<file path="src/rtl/spi_bus_scheduler.sv">
// rtl/spi_bus_scheduler.sv - two-requester SPI mode-3 master with round-robin arbitration per transaction
// A granted requester keeps CS low across its bytes until it sends one marked last.
module spi_bus_scheduler #(
  parameter int CLK_DIV = 2
) (
  input  logic       sys_clk,
  input  logic       sys_rst_n,
  input  logic       req0_valid_i,
  input  logic [7:0] req0_data_i,
  input  logic       req0_last_i,
  output logic       req0_ready_o,
  input  logic       req1_valid_i,
  input  logic [7:0] req1_data_i,
  input  logic       req1_last_i,
  output logic       req1_ready_o,
  output logic       rsp0_valid_o,
  output logic       rsp1_valid_o,
  output logic [7:0] rsp_data_o,
  output logic       busy_o,
  output logic       spi_clk_o,
  output logic       spi_mosi_o,
  output logic       spi_cs_o,
  input  logic       spi_miso_i
);
  typedef enum logic [2:0] {IDLE, SETUP, SHIFT, WAIT_NEXT, GAP} state_t;

  localparam logic [7:0] DIV_LOAD = 8'(CLK_DIV - 1);

  state_t     state;
  logic [7:0] div_cnt;
  logic [2:0] bit_cnt;
  logic [7:0] tx_sh;
  logic [7:0] rx_sh;
  logic       last_q;
  logic       owner;
  logic       last_grant;

  logic       grant_sel;
  logic       sel;
  logic       hs_fire;
  logic [7:0] hs_data;
  logic       hs_last;

  // With both requesters valid the one not granted last wins; a lone requester always wins.
  assign grant_sel = (req0_valid_i && req1_valid_i) ? ~last_grant : req1_valid_i;
  assign sel       = (state == IDLE) ? grant_sel : owner;
  assign hs_data   = sel ? req1_data_i : req0_data_i;
  assign hs_last   = sel ? req1_last_i : req0_last_i;
  assign hs_fire   = sel ? (req1_valid_i && req1_ready_o) : (req0_valid_i && req0_ready_o);
  assign busy_o    = (state != IDLE);

  always_comb begin
    req0_ready_o = 1'b0;
    req1_ready_o = 1'b0;
    if (sys_rst_n) begin
      if (state == IDLE) begin
        req0_ready_o = req0_valid_i && !grant_sel;
        req1_ready_o = req1_valid_i && grant_sel;
      end else if (state == WAIT_NEXT) begin
        req0_ready_o = !owner;
        req1_ready_o = owner;
      end
    end
  end

  always_ff @(posedge sys_clk or negedge sys_rst_n) begin
    if (!sys_rst_n) begin
      state        <= IDLE;
      div_cnt      <= 8'd0;
      bit_cnt      <= 3'd0;
      tx_sh        <= 8'd0;
      rx_sh        <= 8'd0;
      last_q       <= 1'b0;
      owner        <= 1'b0;
      last_grant   <= 1'b1;
      spi_cs_o     <= 1'b1;
      spi_clk_o    <= 1'b1;
      spi_mosi_o   <= 1'b0;
      rsp0_valid_o <= 1'b0;
      rsp1_valid_o <= 1'b0;
      rsp_data_o   <= 8'd0;
    end else begin
      rsp0_valid_o <= 1'b0;
      rsp1_valid_o <= 1'b0;
      case (state)
        IDLE: begin
          if (hs_fire) begin
            state      <= SETUP;
            owner      <= sel;
            last_grant <= sel;
            tx_sh      <= hs_data;
            last_q     <= hs_last;
            div_cnt    <= DIV_LOAD;
            spi_cs_o   <= 1'b0;
            spi_mosi_o <= hs_data[7];
          end
        end
        SETUP: begin
          if (div_cnt != 8'd0) begin
            div_cnt <= div_cnt - 8'd1;
          end else begin
            state     <= SHIFT;
            spi_clk_o <= 1'b0;
            div_cnt   <= DIV_LOAD;
            bit_cnt   <= 3'd0;
          end
        end
        SHIFT: begin
          if (div_cnt != 8'd0) begin
            div_cnt <= div_cnt - 8'd1;
          end else if (!spi_clk_o) begin
            spi_clk_o <= 1'b1;
            rx_sh     <= {rx_sh[6:0], spi_miso_i};
            div_cnt   <= DIV_LOAD;
          end else if (bit_cnt == 3'd7) begin
            rsp0_valid_o <= !owner;
            rsp1_valid_o <= owner;
            rsp_data_o   <= rx_sh;
            if (last_q) begin
              state      <= GAP;
              spi_cs_o   <= 1'b1;
              spi_mosi_o <= 1'b0;
              div_cnt    <= DIV_LOAD;
            end else begin
              state <= WAIT_NEXT;
            end
          end else begin
            // Falling SCLK: the only point where MOSI advances to the next bit.
            spi_clk_o  <= 1'b0;
            bit_cnt    <= bit_cnt + 3'd1;
            spi_mosi_o <= tx_sh[6];
            tx_sh      <= {tx_sh[6:0], 1'b0};
            div_cnt    <= DIV_LOAD;
          end
        end
        WAIT_NEXT: begin
          if (hs_fire) begin
            state      <= SHIFT;
            tx_sh      <= hs_data;
            last_q     <= hs_last;
            spi_clk_o  <= 1'b0;
            spi_mosi_o <= hs_data[7];
            div_cnt    <= DIV_LOAD;
            bit_cnt    <= 3'd0;
          end
        end
        GAP: begin
          if (div_cnt != 8'd0) begin
            div_cnt <= div_cnt - 8'd1;
          end else begin
            state <= IDLE;
          end
        end
        default: state <= IDLE;
      endcase
    end
  end
endmodule

</file>
<file path="config.mk">
export PLATFORM = sky130hd
export DESIGN_NAME = spi_bus_scheduler
export DESIGN_NICKNAME = d
export VERILOG_FILES = /design/src/rtl/spi_bus_scheduler.sv
export SDC_FILE = /design/constraint.sdc
export NUM_CORES = 1
export LEC_CHECK = 0
export BUFFER_PORTS_ARGS = -buffer_cell sky130_fd_sc_hd__buf_2
export CAP_MARGIN = 20
export CORE_MARGIN = 1
export CORE_UTILIZATION = 27
export CTS_BUF_LIST = sky130_fd_sc_hd__clkbuf_8
export CTS_CLUSTER_SIZE = 40
export DETAILED_ROUTE_END_ITERATION = 8
export REMOVE_ABC_BUFFERS = 1
export SLEW_MARGIN = 0
export SYNTH_ARGS = -nofsm -noshare
export SYNTH_HDL_FRONTEND = slang
export SYNTH_SLANG_ARGS = --single-unit
export TNS_END_PERCENT = 10
</file>
<file path="constraint.sdc">
create_clock -name sys_clk -period 5.6 [get_ports sys_clk]
set_input_delay 0.56 -clock sys_clk [delete_from_list [all_inputs] [get_ports sys_clk]]
set_output_delay 0.56 -clock sys_clk [all_outputs]
set_load 0.005 [all_outputs]
</file>
# Word-level counts from Yosys, hierarchy flattened

Index checks and enable logic that the tools add are counted.
Widths: inputs -> output; s select.

Logic and storage cells: 126
Bits in registers: 45
Input port bits: 23

Bitwise gates (word level): 3
Reductions and logical operators: 26
Eq/ne operators: 18
Mux-type cells: 63
Add/subtract/negate cells: 2

Operator list:

| kind                | count |
|---|---|
| $mux 8              | 8 |
| $mux 3              | 12 |
| $mux 1              | 32 |
| $pmux 8 s4          | 1 |
| $mux 7              | 4 |
| $ne 2x2->1 const B  | 10 |
| $pmux 3 s5          | 1 |
| $pmux 7 s2          | 1 |
| $reduce_and 4->1    | 3 |
| $reduce_and 6->1    | 2 |
| $reduce_and 5->1    | 2 |
| $pmux 3 s3          | 1 |
| $reduce_bool 8->1   | 1 |
| $sub 8x1->8 const B | 1 |
| $reduce_and 7->1    | 1 |
| $eq 3x2->1 const B  | 2 |
| $eq 3x3->1 const B  | 2 |
| $reduce_bool 3->1   | 2 |
| $logic_and 1x1->1   | 5 |
| $ne 5x5->1 const B  | 1 |
| $pmux 1 s2          | 2 |
| $reduce_and 2->1    | 2 |
| $reduce_bool 2->1   | 2 |
| $reduce_bool 4->1   | 1 |
| other kinds (10)    | 13 |

# Depth between registers and ports, before layout

Depth after elaboration: 10
Gate-level depth with buffers: 7
Gate-level depth less buffers: 7

# Least setup slack after synthesis

OpenSTA, ideal clock, no wires.

Path kind: register -> register
From: register div_cnt[0]
To: register rsp_data_o[0]
Data arrival time: 1.885 ns
Buffers on the path: 1
Cell stages (with the launch flop): 8
Required time: 5.475 ns
Slack: 3.590 ns
Cells stage by stage: dfrtp_1 > inv_1 > ha_1 > nor4b_2 > nand2_1 > or3_1 > buf_6 > mux2_4

Word-level cells in the longest chain between the ends: 3

Ends and longest elaborated chain:

| element                           | line | text |
|---|---|---|
| start, declared                   | 30   | `logic [7:0] div_cnt;` |
| start signal, assigned            | 100  | `div_cnt <= div_cnt - 8'd1;` |
| start signal, assigned            | 110  | `div_cnt <= div_cnt - 8'd1;` |
| start signal, assigned            | 149  | `div_cnt <= div_cnt - 8'd1;` |
| $reduce_bool 8->1                 | 109  | `if (div_cnt != 8'd0) begin` |
| $not 1->1 (no source line)        | n/a  |  |
| $reduce_and 4->1 (no source line) | n/a  |  |
| end signal, assigned              | 118  | `rsp_data_o <= rx_sh;` |
| end, declared                     | 18   | `output logic [7:0] rsp_data_o,` |

No other way between the ends.
A chain may end at the register's enable or synchronous reset.

# Worst setup path after layout

From: register state[1]
To: output port req1_ready_o

Word-level cells in the longest chain between the ends: 4

Ends and longest elaborated chain:

| element                | line | text |
|---|---|---|
| start, declared        | 29   | `state_t state;` |
| start signal, assigned | 68   | `state <= IDLE;` |
| start signal, assigned | 88   | `state <= SETUP;` |
| start signal, assigned | 102  | `state <= SHIFT;` |
| $eq 3x2->1             | 59   | `end else if (state == WAIT_NEXT) begin` |
| $mux 1                 | 59   |  |
| $mux 1 (*)             | 56   | `if (state == IDLE) begin` |
| $mux 1 (*)             | 55   | `if (sys_rst_n) begin` |
| end, declared          | 15   | `output logic req1_ready_o,` |

Mark *: on every way between the ends. The rest lies on a longest branch, timed or not.

==> flow_summary.toml <==
[logic_synthesis]
synth_most_common_cell = "dfrtp_1"
postSynthAreaPerCell_sq_um = 10.6
synth_mux_area_frac = 0.172
synthCells = 228
synth_area_leaders = "dfrtp_1 (43%), mux2_2 (8.4%), mux2i_1 (4.5%)"
synth_edf_count = 0
synth_area_sq_mm = 0.00243
synth_xor_xnor_area_share = 0
synth_top_family_by_area = "multiplexers"
synth_seq_cells = 45
async_flop_share = 1.00
synth-warning-count = 0
synth-simple-area-share = 0.165
synth_top_area_share = 0.433
synth_top_area_cell = "dfrtp_1"
synthAdderAreaFrac = 0.0206
netlist_top_cells_count = "dfrtp_1 (42), nor2_1 (19), mux2_2 (18)"
synth_ff_type = "dfrtp_1"
ys_types = 47
ys_seq_area_frac = 0.465
synth_compound_area_frac = 0.144

[cells_and_area]
stdcell_area_sq_mm = 0.00283
area_delta_synth_final_pct = 16.4
fillCellCount = 875
regArea_sq_mm = 0.00113
drive_gt1_frac = 0.325
final_nets = 294
utilization = 0.324
diodes = 0
multi_input_area_sq_mm = 0.00122

[clock_network]
hold_buffers = 0
htreeDepth = 2
clockRootBuffer = "clkbuf_8"
cts_tree = "yes"
clkTransAtPathRegs_ps = 90
post-cts-setup-buffers = 0
clk_latency_ps = 310
cts_buffers = 5
cts_buffer_depth = 2
cts.sinks = 45
cts_resized = 0

[sta]
clock_skew_ps = 6.71
worst_pin_slew_ps = 898
fmax_mhz = 367
fin_crit_ps = 2730
tns_ps = 0
hold_viol = 0
slew_violations = 0
period_share = 0.487
relSlewSlack = 0.392
setup_violations = 0
rsz0062_at_grt = "false"

[die]
dieHeight_um = 96.8
core_sq_mm = 0.00872
die-area_sq_mm = 0.00937
dieWidth_um = 96.8
rows = 34
io_pins = 39
start_util = 0.278

[detailed_routing]
post_drt_wl_per_cell_um = 12.7
vias = 1844
vias_per_cell = 4.90
ant_nets = 0
initialDrtViolationCount = 100
drt-total-wl_um = 4760
drt-pass1-iter-count = 5
route.detailed.drc = 0

[hold_path]
min_path_type = "in2async"

[global_route]
grt_pass1_vias = 1784
antenna_found_initial = 0
grtUsageMet1 = 0.134
grt_usage = 0.107
grt_overflow = 0
top_usage_layer = "met2"
grt_max_degree = 50
use_met3 = 0.0217
grt_pass1_wl_um = 8270
grt_use_met2 = 0.179

[place]
gp_congestion = 0.819
hpwl_um = 3480
port_buffers = 38
dpl-instance-area_sq_mm = 0.00273

[run_status]
status = "complete, no violations"

[setup_path]
crit_type = "reg2out"
arrival_ps = 2170
crit_path_max_fanout = 16
end_kind = "primary output"
start_kind = "flip-flop"
required_ps = 5040

[power_and_ir_drop]
cellPowerDensity_mw_per_mm2 = 507
vdd_drop_max_v = 0.000238
p_leak_nw = 1.33
power_mw = 1.43

[job]
maxCapViolCount = 0
## state kept, by name, summed over array words and instances, names as in the netlist
| name | count |
|---|---|
| div_cnt | 8 |
| rsp_data_o | 8 |
| rx_sh | 8 |
| tx_sh | 7 |
| bit_cnt | 3 |
| state | 3 |
| last_grant | 1 |
| last_q | 1 |
| owner | 1 |
| rsp0_valid_o | 1 |
| rsp1_valid_o | 1 |
| spi_clk_o | 1 |
| spi_cs_o | 1 |
| spi_mosi_o | 1 |
## worst max-delay path, stage by stage (launching register included)
cell,delay [ps]
dfrtp_1,550
nor2b_1,250
nor3_2,730
nand2_1,110
nor2_1,110
buf_2,120
## layout make-up
class                   instances  share of cell area
flip-flops and latches         45               0.400
clock inverters                 2             0.00620
multi-input cells             165               0.431
clock buffers                   6              0.0292
well taps                     108              0.0478
inverters                      10              0.0133
repair buffers                 40              0.0726
## layer usage
metal	up-vias	routed length (um)	part of all wire
li1	903	-	-
met2	44	2320	0.49
met1	888	2220	0.47
met3	9	133	0.028
met4	0	89	0.019
met5	-	0	0
## path summary, 6_finish.rpt
check | startpoint | to | slack [ps] | cells after the start
min in group sys_clk | spi_miso_i | rx_sh[0]$_DFFE_PN0P_ | 480 | 2
max in group asynchronous | sys_rst_n | div_cnt[6]$_DFFE_PN0P_ | 4870 | 2
worst max register to register | state[1]$_DFFE_PN0P_ | tx_sh[1]$_DFFE_PN0P_ | 2990 | 5
worst min-delay path | sys_rst_n | bit_cnt[0]$_DFFE_PN0P_ | 340 | 2
worst max-delay path | state[1]$_DFFE_PN0P_ | req1_ready_o | 2870 | 5
worst min register to register | spi_mosi_o$_DFFE_PN0P_ | spi_mosi_o$_DFFE_PN0P_ | 490 | 1
## cells by family (layout without fill, tap and decap cells)
logic type | Yosys count | after routing
compound gates | 50 | 50
simple gates | 75 | 75
mux | 36 | 36
buf+inv | 18 | 58
fa+ha+maj | 4 | 4
flops | 45 | 45
## cells in the final DEF, fill, tap and decap left out, types with 2 or more instances in the layout
master | netlist | final
a211o_1 | 3 | 3
a21oi_1 | 14 | 14
buf_2 | 3 | 38
buf_4 | 0 | 2
clkbuf_8 | 0 | 6
dfrtp_1 | 42 | 42
dfstp_2 | 3 | 3
ha_1 | 4 | 4
inv_1 | 10 | 10
mux2_2 | 18 | 18
mux2_4 | 7 | 7
mux2i_1 | 11 | 11
nand2_1 | 14 | 14
nand2b_1 | 5 | 5
nand3_1 | 8 | 8
nor2_1 | 19 | 19
nor2b_1 | 4 | 4
nor3_1 | 8 | 8
nor3_2 | 4 | 4
o211ai_1 | 3 | 3
o21ai_0 | 9 | 9
o22a_1 | 2 | 2
o2bb2ai_1 | 3 | 3
or3_1 | 6 | 6
## power breakdown
group	internal (mW)	switching, mW
logic	0.309	0.368
clock network	0.103	0.118
registers	0.431	0.105
total	0.842	0.591
## metrics by stage
stage / setup slack [ps] / hold WS (ps) / std cells
after detailed placement: 2970 / 477 / 368
final: 2870 / 337 / 376
after global placement: 3100 / 480 / 368
after floorplan: 2920 / 264 / 220
after global routing: 2630 / 380 / 376
after CTS: 2820 / 366 / 376
Power figures use the tool's default switching activity.
